<file path="src/rtl/div32_pkg.sv">
// Shared types and constants for the sequential divider.
// Optional signed mode is enabled by defining DIV32_SIGNED_EN.
package div32_pkg;

  localparam int DIV_N = 32;
  localparam int DIV_CW = $clog2(DIV_N);

  typedef enum logic [1:0] {
    S_IDLE,
    S_RUN,
    S_DONE,
    S_FIX
  } state_t;

  function automatic int cnt_width(input int n);
    return $clog2(n);
  endfunction

endpackage

</file>
<file path="src/rtl/div32_seq_if.sv">
// Operand/result handshake bundle for div32_seq.
// op_signed exists only when DIV32_SIGNED_EN is defined.
interface div32_seq_if #(
  parameter int N = 32
);

  logic         in_valid;
  logic         in_ready;
  logic [N-1:0] dividend;
  logic [N-1:0] divisor;
  logic         out_valid;
  logic         out_ready;
  logic [N-1:0] quotient;
  logic [N-1:0] remainder;
  logic         div_by_zero;
`ifdef DIV32_SIGNED_EN
  logic         op_signed;

  modport master (
    output in_valid, dividend, divisor,
    output out_ready, op_signed,
    input  in_ready, out_valid,
    input  quotient, remainder, div_by_zero
  );

  modport slave (
    input  in_valid, dividend, divisor,
    input  out_ready, op_signed,
    output in_ready, out_valid,
    output quotient, remainder, div_by_zero
  );
`else
  modport master (
    output in_valid, dividend, divisor,
    output out_ready,
    input  in_ready, out_valid,
    input  quotient, remainder, div_by_zero
  );

  modport slave (
    input  in_valid, dividend, divisor,
    input  out_ready,
    output in_ready, out_valid,
    output quotient, remainder, div_by_zero
  );
`endif

endinterface

</file>
<file path="src/rtl/adder_n.sv">
// Ripple-style N-bit adder with carry in/out.
// Shared by the ALU add path and the divider's trial subtract.
module adder_n #(
  parameter int N = 32
) (
  input  logic [N-1:0] a,
  input  logic [N-1:0] b,
  input  logic         c_in,
  output logic [N-1:0] sum,
  output logic         c_out
);

  logic [N:0] full;

  assign full  = {1'b0, a} + {1'b0, b} + {{N{1'b0}}, c_in};
  assign sum   = full[N-1:0];
  assign c_out = full[N];

endmodule

</file>
<file path="src/rtl/div_step.sv">
// One restoring-division step on {rem,quo}.
// Trial subtract is a + ~b + 1 through adder_n.
module div_step #(
  parameter int N = 32
) (
  input  logic [N-1:0] rem,
  input  logic [N-1:0] quo,
  input  logic [N-1:0] divisor,
  output logic [N-1:0] rem_nxt,
  output logic [N-1:0] quo_nxt
);

  logic [N:0] sh_rem;
  logic [N:0] diff;
  logic       no_borrow;
  logic       take;

  assign sh_rem = {rem, quo[N-1]};

  adder_n #(.N(N + 1)) u_sub (
    .a     (sh_rem),
    .b     (~{1'b0, divisor}),
    .c_in  (1'b1),
    .sum   (diff),
    .c_out (no_borrow)
  );

  // accept the trial subtract only if it fits the N-bit remainder
  assign take    = no_borrow & ~diff[N];
  assign rem_nxt = take ? diff[N-1:0] : sh_rem[N-1:0];
  assign quo_nxt = {quo[N-2:0], take};

endmodule

</file>
<file path="src/rtl/div32_seq.sv">
// Iterative restoring divider, one quotient bit per clock.
// Define DIV32_SIGNED_EN for two's-complement mode (adds S_FIX).
module div32_seq
  import div32_pkg::*;
#(
  parameter int N = DIV_N
) (
  input  logic       clk,
  input  logic       rst,
  div32_seq_if.slave bus
);

  localparam int CW = cnt_width(N);

  state_t        state_q, state_d;
  logic [CW-1:0] cnt_q, cnt_d;
  logic [N-1:0]  rem_q, rem_d;
  logic [N-1:0]  quo_q, quo_d;
  logic [N-1:0]  dvs_q, dvs_d;
  logic          dbz_q, dbz_d;
  logic [N-1:0]  step_rem, step_quo;
  logic [N-1:0]  dd_mag, dv_mag;

`ifdef DIV32_SIGNED_EN
  logic sgn_q, sgn_d;
  logic qneg_q, qneg_d;
  logic rneg_q, rneg_d;
  logic dd_neg, dv_neg;

  assign dd_neg = bus.op_signed & bus.dividend[N-1];
  assign dv_neg = bus.op_signed & bus.divisor[N-1];
  assign dd_mag = dd_neg ? -bus.dividend : bus.dividend;
  assign dv_mag = dv_neg ? -bus.divisor : bus.divisor;
`else
  assign dd_mag = bus.dividend;
  assign dv_mag = bus.divisor;
`endif

  div_step #(.N(N)) u_step (
    .rem     (rem_q),
    .quo     (quo_q),
    .divisor (dvs_q),
    .rem_nxt (step_rem),
    .quo_nxt (step_quo)
  );

  always_comb begin
    state_d = state_q;
    cnt_d   = cnt_q;
    rem_d   = rem_q;
    quo_d   = quo_q;
    dvs_d   = dvs_q;
    dbz_d   = dbz_q;
`ifdef DIV32_SIGNED_EN
    sgn_d   = sgn_q;
    qneg_d  = qneg_q;
    rneg_d  = rneg_q;
`endif
    unique case (state_q)
      S_IDLE: begin
        if (bus.in_valid) begin
          dbz_d = 1'b0;
`ifdef DIV32_SIGNED_EN
          sgn_d  = bus.op_signed;
          qneg_d = dd_neg ^ dv_neg;
          rneg_d = dd_neg;
`endif
          if (bus.divisor == '0) begin
            state_d = S_DONE;
            quo_d   = '1;
            rem_d   = bus.dividend;
            dbz_d   = 1'b1;
          end else begin
            state_d = S_RUN;
            rem_d   = '0;
            quo_d   = dd_mag;
            dvs_d   = dv_mag;
            cnt_d   = CW'(N - 1);
          end
        end
      end
      S_RUN: begin
        rem_d = step_rem;
        quo_d = step_quo;
        cnt_d = cnt_q - CW'(1);
        if (cnt_q == '0) begin
`ifdef DIV32_SIGNED_EN
          state_d = sgn_q ? S_FIX : S_DONE;
`else
          state_d = S_DONE;
`endif
        end
      end
`ifdef DIV32_SIGNED_EN
      S_FIX: begin
        quo_d   = qneg_q ? -quo_q : quo_q;
        rem_d   = rneg_q ? -rem_q : rem_q;
        state_d = S_DONE;
      end
`endif
      S_DONE: begin
        if (bus.out_ready) state_d = S_IDLE;
      end
      default: state_d = S_IDLE;
    endcase
  end

  always_ff @(posedge clk) begin
    if (rst) begin
      state_q <= S_IDLE;
      cnt_q   <= '0;
      rem_q   <= '0;
      quo_q   <= '0;
      dvs_q   <= '0;
      dbz_q   <= 1'b0;
`ifdef DIV32_SIGNED_EN
      sgn_q   <= 1'b0;
      qneg_q  <= 1'b0;
      rneg_q  <= 1'b0;
`endif
    end else begin
      state_q <= state_d;
      cnt_q   <= cnt_d;
      rem_q   <= rem_d;
      quo_q   <= quo_d;
      dvs_q   <= dvs_d;
      dbz_q   <= dbz_d;
`ifdef DIV32_SIGNED_EN
      sgn_q   <= sgn_d;
      qneg_q  <= qneg_d;
      rneg_q  <= rneg_d;
`endif
    end
  end

  assign bus.in_ready    = (state_q == S_IDLE);
  assign bus.out_valid   = (state_q == S_DONE);
  assign bus.quotient    = quo_q;
  assign bus.remainder   = rem_q;
  assign bus.div_by_zero = dbz_q;

endmodule

</file>
<file path="src/flat_wrapper.sv">
// flat-port wrapper written by rule: the top's interface ports become plain ports
module div32_seq_flat import div32_pkg::*;
#(
  parameter int N = DIV_N
)
  (clk, rst, bus_in_valid, bus_dividend, bus_divisor, bus_out_ready, bus_in_ready, bus_out_valid, bus_quotient, bus_remainder, bus_div_by_zero);
  div32_seq_if #(.N(N)) bus_i ();
  input  logic clk;
  input  logic rst;
  input wire logic [$bits(bus_i.in_valid)-1:0] bus_in_valid;
  input wire logic [$bits(bus_i.dividend)-1:0] bus_dividend;
  input wire logic [$bits(bus_i.divisor)-1:0] bus_divisor;
  input wire logic [$bits(bus_i.out_ready)-1:0] bus_out_ready;
  output wire logic [$bits(bus_i.in_ready)-1:0] bus_in_ready;
  output wire logic [$bits(bus_i.out_valid)-1:0] bus_out_valid;
  output wire logic [$bits(bus_i.quotient)-1:0] bus_quotient;
  output wire logic [$bits(bus_i.remainder)-1:0] bus_remainder;
  output wire logic [$bits(bus_i.div_by_zero)-1:0] bus_div_by_zero;
  assign bus_i.in_valid = bus_in_valid;
  assign bus_i.dividend = bus_dividend;
  assign bus_i.divisor = bus_divisor;
  assign bus_i.out_ready = bus_out_ready;
  assign bus_in_ready = bus_i.in_ready;
  assign bus_out_valid = bus_i.out_valid;
  assign bus_quotient = bus_i.quotient;
  assign bus_remainder = bus_i.remainder;
  assign bus_div_by_zero = bus_i.div_by_zero;
  div32_seq #(.N(N)) u_core (.clk(clk), .rst(rst), .bus(bus_i));
endmodule
</file>
<file path="config.mk">
export PLATFORM = sky130hd
export DESIGN_NAME = div32_seq_flat
export DESIGN_NICKNAME = d
export VERILOG_FILES = /design/src/rtl/div32_pkg.sv /design/src/rtl/div32_seq_if.sv /design/src/rtl/adder_n.sv /design/src/rtl/div_step.sv /design/src/rtl/div32_seq.sv /design/src/flat_wrapper.sv
export SDC_FILE = /design/constraint.sdc
export NUM_CORES = 1
export LEC_CHECK = 0
export BUFFER_PORTS_ARGS = -buffer_cell sky130_fd_sc_hd__buf_2
export CORE_UTILIZATION = 35
export CTS_CLUSTER_DIAMETER = 40
export DETAILED_ROUTE_END_ITERATION = 8
export PLACE_DENSITY = 0.66
export SYNTH_ARGS = -nofsm -noshare
export SYNTH_HDL_FRONTEND = slang
export SYNTH_SLANG_ARGS = --single-unit
</file>
<file path="constraint.sdc">
create_clock -name clk -period 2.8 [get_ports clk]
set_input_delay 0.56 -clock clk [delete_from_list [all_inputs] [get_ports clk]]
set_output_delay 0.56 -clock clk [all_outputs]
set_load 0.02 [all_outputs]
</file>
---- After elaboration in Yosys (flattened, before gate mapping) ----
Index checks and enable logic that the tools add are counted.
storage, ports and cells
  bits in registers ....................... 104
  input bits .............................. 68
  output and inout bits ................... 67
  word-level logic and storage cells ...... 44
operators by class
  $add $sub $neg .......................... 3
  equal/unequal tests ..................... 6
  mux-type cells .......................... 16
  bitwise logic cells ..................... 4
  reductions and logical operators ........ 9
operator list
  operator                 number
  $mux W32                 5
  $pmux W32 S2             2
  $add A33 B33 Y34         1
  $add A34 B1 Y34 const B  1
  $not A32 Y33             1
  $logic_not A32 Y1        1
  $mux W5                  2
  $pmux W5 S2              1
  $reduce_and A3 Y1        3
  $mux W2                  4
  $ne A2 B2 Y1 const B     3
  $pmux W2 S3              1
  $logic_not A5 Y1         1
  $sub A5 B1 Y5 const B    1
  $reduce_and A2 Y1        2
  $eq A2 B1 Y1 const B     1
  $eq A2 B2 Y1 const B     1
  $logic_not A2 Y1         1
  $ne A2 B1 Y1 const B     1
  $not A1 Y1               2
  $reduce_bool A2 Y1       1
  $and A1 B1 Y1            1
  $mux W1                  1

---- Depth between registers and ports, before layout ----
  depth after elaboration ................. 7
  mapped depth ............................ 16
  gate-level depth less buffers ........... 14

---- Cells and area by module ----
A second synthesis with hierarchy kept.
second synthesis, totals
  cells, all modules ...................... 954
  area, all modules ....................... 8100.3 um2
modules (own cells, without submodules)
  module     instances  cells each  area an instance (um2)  sequential area each (um2)
  div32_seq  1          559         5104.9                  2082.0
  adder_n    1          292         2099.5                  0.0
  div_step   1          103         895.9                   0.0

---- Least setup slack after synthesis ----
OpenSTA, ideal clock, no wires.
  path kind ............................... reg-to-reg
  start ................................... register u_core.quo_q[31] (netlist: u_core.bus.quotient[31])
  end ..................................... register u_core.rem_q[3] (netlist: u_core.bus.remainder[3])
  library setup time ...................... 0.128 ns
  arrival ................................. 2.917 ns
  data required time ...................... 2.672 ns
  path slack .............................. -0.245 ns
  cell stages (with the launch flop) ...... 16
  buffers on the path ..................... 1
  clock period less this slack ............ 3.045 ns
  cell sequence ........................... dfxtp_1 -> inv_1 -> ha_1 -> inv_1 -> fa_1 -> a211oi_1 -> o211ai_1 -> a21oi_1 -> nand4_1 -> nand2_1 -> xor2_1 -> a21oi_4 -> buf_6 -> mux2_1 -> a221oi_1 -> nor2_1
on the way
  word-level cells in the longest chain between the ends .. 6
ends and longest elaborated chain
  item                    RTL line          RTL
  start, declared         div32_seq.sv:18   logic [N-1:0] quo_q, quo_d;
  start signal, assigned  div32_seq.sv:125  quo_q <= quo_d;
  $add A33 B33 Y34 (*)    adder_n.sv:15     assign full = {1'b0, a} + {1'b0, b} + {{N{1'b0}}, c_in};
  $add A34 B1 Y34 (*)     adder_n.sv:15
  $not A1 Y1              div_step.sv:29    assign take = no_borrow & ~diff[N];
  $and A1 B1 Y1           div_step.sv:29
  $mux W32 (*)            div_step.sv:30    assign rem_nxt = take ? diff[N-1:0] : sh_rem[N-1:0];
  $pmux W32 S2 (*)        div32_seq.sv:59   unique case (state_q)
  end signal, assigned    div32_seq.sv:124  rem_q <= rem_d;
  end, declared           div32_seq.sv:17   logic [N-1:0] rem_q, rem_d;
Mark *: on every way between the ends. The rest lies on a longest branch, timed or not.
A chain may end at the register's enable or synchronous reset.

---- Worst setup path after layout ----
  start ................................... register u_core.quo_q[31] (netlist: u_core.bus.quotient[31])
  end ..................................... register u_core.rem_q[31] (netlist: u_core.bus.remainder[31])
The elaborated chain is that of the path after synthesis.

==> results.md <==
Run status:
- The run finished, with violations left.
- The checks that failed: DRC, setup timing.

Synthesis:
- The area share of fa/ha/maj cells after synthesis is 6.87%.
- The area fraction of the dominant cell type after synthesis is 32.1%.
- By area, the combinational part of the netlist is dominated by compound AO/OA/AOI/OAI gates.
- The proportion of synthesized chip area in sequential cells is 32.1%.
- Among all cell types in the netlist, the one instantiated most often is sky130_fd_sc_hd__nand2_1.
- The synthesized netlist devotes 24.1% of its cell area to compound gates.
- Synthesis produced 844 cells.
- The dominant register cell in the synthesized netlist is sky130_fd_sc_hd__dfxtp_1.
- Yosys mapped a number of flops with a built-in enable equal to 0.
- Of the post-synthesis cell area, the part taken by muxes is 5.21%.
- Summing every instance area after synthesis gives 6480 sq um.
- The biggest area consumer among synthesized cells is sky130_fd_sc_hd__dfxtp_1.
- The post-synthesis share of cell area spent on and, or, nand and nor gates is 20.9%.
- By area the synthesized netlist is led by sky130_fd_sc_hd__dfxtp_1 32%, sky130_fd_sc_hd__nand2_1 8.6%, sky130_fd_sc_hd__ha_1 6.6%, sky130_fd_sc_hd__a21oi_1 6.4%, sky130_fd_sc_hd__a311oi_1 4.5%.
- Sorting the synthesized cells by how often they occur yields 149 x sky130_fd_sc_hd__nand2_1, 104 x sky130_fd_sc_hd__dfxtp_1, 83 x sky130_fd_sc_hd__a21oi_1.
- The share of synthesized registers carrying an async set or reset is 0%.
- After Yosys synthesis, XOR and XNOR cells account for 4.32% of the synthesized area.
- The synthesized area per cell is 7.68 sq um.
- For this run, the number of Yosys warnings is 0.
- The count of unique library cells instantiated by Yosys is 61.
- The synthesized net count is 947.
- The synthesized flop and latch total is 104.

Global routing:
- Entering global routing, the biggest net connects 63 pins.
- The first global-routing pass estimated 35.6 mm of wire.
- The initial antenna violation count is 0.
- The number of global-route vias before repair came to 6,944.
- The aggregate global routing overflow is 0.
- For this run, the total global-route usage over all layers was measured as 23.2%.

STA:
- Of the available clock period, the critical path in the final layout requires 107%.
- For the pin with the worst max-slew slack, the measured transition is 0.805 ns.
- The final sum of negative setup slack is -2.30 ns.
- The final setup violation count is 25.
- The headroom to the max-slew limit is 46.2%.
- The number of endpoints with negative hold slack in the final report was 0.
- Static timing analysis puts the maximum clock frequency at 335 MHz.
- For the final database, setup skew stands at 0.00711 ns.
- The routed design could run at a clock period as short as 2.98 ns.
- The count of pins over their slew limit is 0.
- Setup repair after global routing could not meet its margin everywhere.
- The post-route worst setup slack is -0.183 ns.

Route:
- After detailed routing, the number of remaining DRC violations is 14.
- The remaining antenna violation count is 0.
- The iteration-0 DRC count of the detailed router is 463.
- The routed length per instance is 17.0 microns.
- The average via count per standard cell is 5.35.
- The final route contains 7,046 vias.
- The first detailed-routing pass took 7 iterations.
- For this block, the routed nets add up to 22.4 mm of wire.

Setup path:
- For the worst setup path, the data required time is 3.05 ns.
- The endpoint type of the worst setup path is a flip-flop.
- The worst setup path is launched from a flip-flop.
- Of all nets on the critical path, the largest fanout is 6.
- The category of the most critical setup path is flip-flop to flip-flop.
- The critical path data arrival time is 3.23 ns.

Cells and area:
- In the final layout, the share of cells above drive strength 1 is 36.2%.
- In the final design database the tool counted 1,185 nets.
- Counting the fill cells in the layout gives 1,743.
- The area added between synthesis and finish is 40.6%.
- The total inserted antenna cells is 0.

Die:
- The total core area is 18,100 sq um.
- During I/O placement, the number of pins put on the boundary was 135.
- The die height is 138 microns.
- For this configuration, the core starts out at a cell density of 35.9%.
- The die covers 19,100 sq um.
- The die is 138 microns wide.
- The floorplan has 49 rows.

Clock tree:
- The clock network latency to the later pin of the worst-skew pair is 0.36 ns.
- In this run the clock root is driven by a sky130_fd_sc_hd__clkbuf_16.
- The clock tree synthesis step divided the H-tree into 3 levels.
- In this run, CTS created clock tree buffers numbering 9.
- The clock transition at the registers of the reported paths is 0.08 ns.
- The post-cts hold buffer count is 0.
- The CTS tree is yes.
- In this run the deepest clock path goes through 2 buffers.
- The number of clock sinks is 104.

Placement:
- Prior to clock tree synthesis, the placed netlist has a worst setup slack of -0.272 ns.
- The placed wire-length estimate after detailed placement is 17.1 mm.
- Buffers placed on the I/O ports in this run total 134.
- Routability-driven placement finished with a final weighted congestion of 0.877.

Power and ir drop:
- For this design the static power due to leakage is 4.12 nW.
- The peak ir drop on the vdd network is 0.397 mV.
- For this design the ratio of total power to cell area is 614 nW/um^2.
- The design draws 0.00560 W.

Hold path:
- The kind of path behind the tightest hold check is input pin to flip-flop.

Job:
- The tool flagged a number of max-cap violations equal to 0.
## per-stage QoR
| step | hold slack [ns] | utilization (%) | cells | cell area [sq um] |
|---|---|---|---|---|
| after floorplan | 0.436 | - | 844 | 6640 |
| after global placement | 0.444 | 46.6 | 1286 | 8420 |
| after detailed placement | 0.448 | 46.6 | 1286 | 8420 |
| after CTS | 0.436 | 49.4 | 1316 | 8940 |
| after global routing | 0.440 | 50.4 | 1316 | 9120 |
| final | 0.439 | 50.4 | 1316 | 9120 |
## state kept, by name, indices dropped and copies added, names as in the netlist
| register | cells |
|---|---|
| u_core.bus.div_by_zero | 1 |
| u_core.cnt_q | 5 |
| u_core.state_q | 2 |
| u_core.bus.quotient | 32 |
| u_core.bus.remainder | 32 |
| u_core.dvs_q | 32 |
## critical path, cell delays in order, from the launching register on
cell                       delay (ns)
sky130_fd_sc_hd__dfxtp_4         0.35
sky130_fd_sc_hd__inv_4           0.06
sky130_fd_sc_hd__ha_4            0.12
sky130_fd_sc_hd__inv_2           0.04
sky130_fd_sc_hd__fa_2            0.34
sky130_fd_sc_hd__a211oi_2        0.21
sky130_fd_sc_hd__o211ai_1        0.20
sky130_fd_sc_hd__a21oi_2         0.20
sky130_fd_sc_hd__nand4_1         0.09
sky130_fd_sc_hd__nand2_1         0.11
sky130_fd_sc_hd__xor2_2          0.18
sky130_fd_sc_hd__a21oi_4         0.06
sky130_fd_sc_hd__buf_12          0.15
sky130_fd_sc_hd__buf_4           0.13
sky130_fd_sc_hd__buf_12          0.12
sky130_fd_sc_hd__nor4b_1         0.13
sky130_fd_sc_hd__or3_1           0.37
## cells by family (layout without fill, tap and decap cells)
logic type,count (synthesis),in the layout
AND/OR/NAND/NOR,308,308
AO/OA/AOI/OAI,231,231
flip-flops,104,104
buffers and inverters,102,345
adder cells (fa/ha/maj),35,35
XOR/XNOR,32,32
multiplexers,32,32
## cells in the final DEF (no fill, tap or decap), drive strengths merged, types with 2 or more instances in the layout
cell and n:
a211oi 6, a21boi 2, a21o 19, a21oi 85, a221oi 15, a311oi 33
a31o 2, a31oi 4, and2 5, and3 4, and4 2, buf 285
clkbuf 9, clkinvlp 4, dfxtp 104, ha 34, inv 45, mux2 14
mux2i 18, nand2 149, nand2b 2, nand3 3, nand4 13, nor2 74
nor2b 6, nor3 28, nor4 10, nor4b 2, o211ai 7, o21a 6
o21ai 22, o21bai 6, o22ai 14, o31ai 2, or2 4, or3 3
xnor2 23, xor2 9
## routing by layer
layer / vias to the layer above / wire [microns] / track usage [%]
met5: - / 0 / 0
met4: 0 / 443 / 6.21
met3: 36 / 909 / 4.09
met2: 164 / 11200 / 42.0
met1: 3362 / 9780 / 28.3
li1: 3484 / - / -
## path summary, 6_finish.rpt
check                                       start                                    end  slack [ns]  cells after the start
max          u_core.bus.quotient[31]$_SDFFE_PP0P_  u_core.bus.remainder[31]$_SDFFE_PP0P_       -0.18                     16
min                               bus_divisor[14]          u_core.dvs_q[14]$_SDFFE_PP0P_        0.44                      3
max reg2reg  u_core.bus.quotient[31]$_SDFFE_PP0P_  u_core.bus.remainder[31]$_SDFFE_PP0P_       -0.18                     16
min reg2reg         u_core.dvs_q[11]$_SDFFE_PP0P_          u_core.dvs_q[11]$_SDFFE_PP0P_        0.46                      2
## where the power goes
group / total (W) / internal [W] / switching, W
sequential: 0.00171 / 0.00161 / 0.0000983
clock: 0.00133 / 0.000702 / 0.000628
combinational: 0.00256 / 0.00123 / 0.00133
total: 0.00560 / 0.00354 / 0.00205
## layout make-up
type | instances | area, sq um | share of cell area (%)
Clock buffer | 9 | 225 | 2.47
Clock inverter | 7 | 80.1 | 0.878
Inverter | 44 | 168 | 1.84
Multi-Input combinational cell | 638 | 4360 | 47.9
Sequential cell | 104 | 2100 | 23.0
Tap cell | 229 | 287 | 3.14
Timing Repair Buffer | 285 | 1890 | 20.8
## timing repair
item / in CTS / in global routing
pin swaps: 20 / 21
cloned: 0 / 0
setup buffers: 15 / 4
resized for setup: 23 / 41
endpoints found under the hold margin: 0 / 0
setup endpoints to repair: 31 / 32
Note: power is estimated with default switching activity, not from simulation.
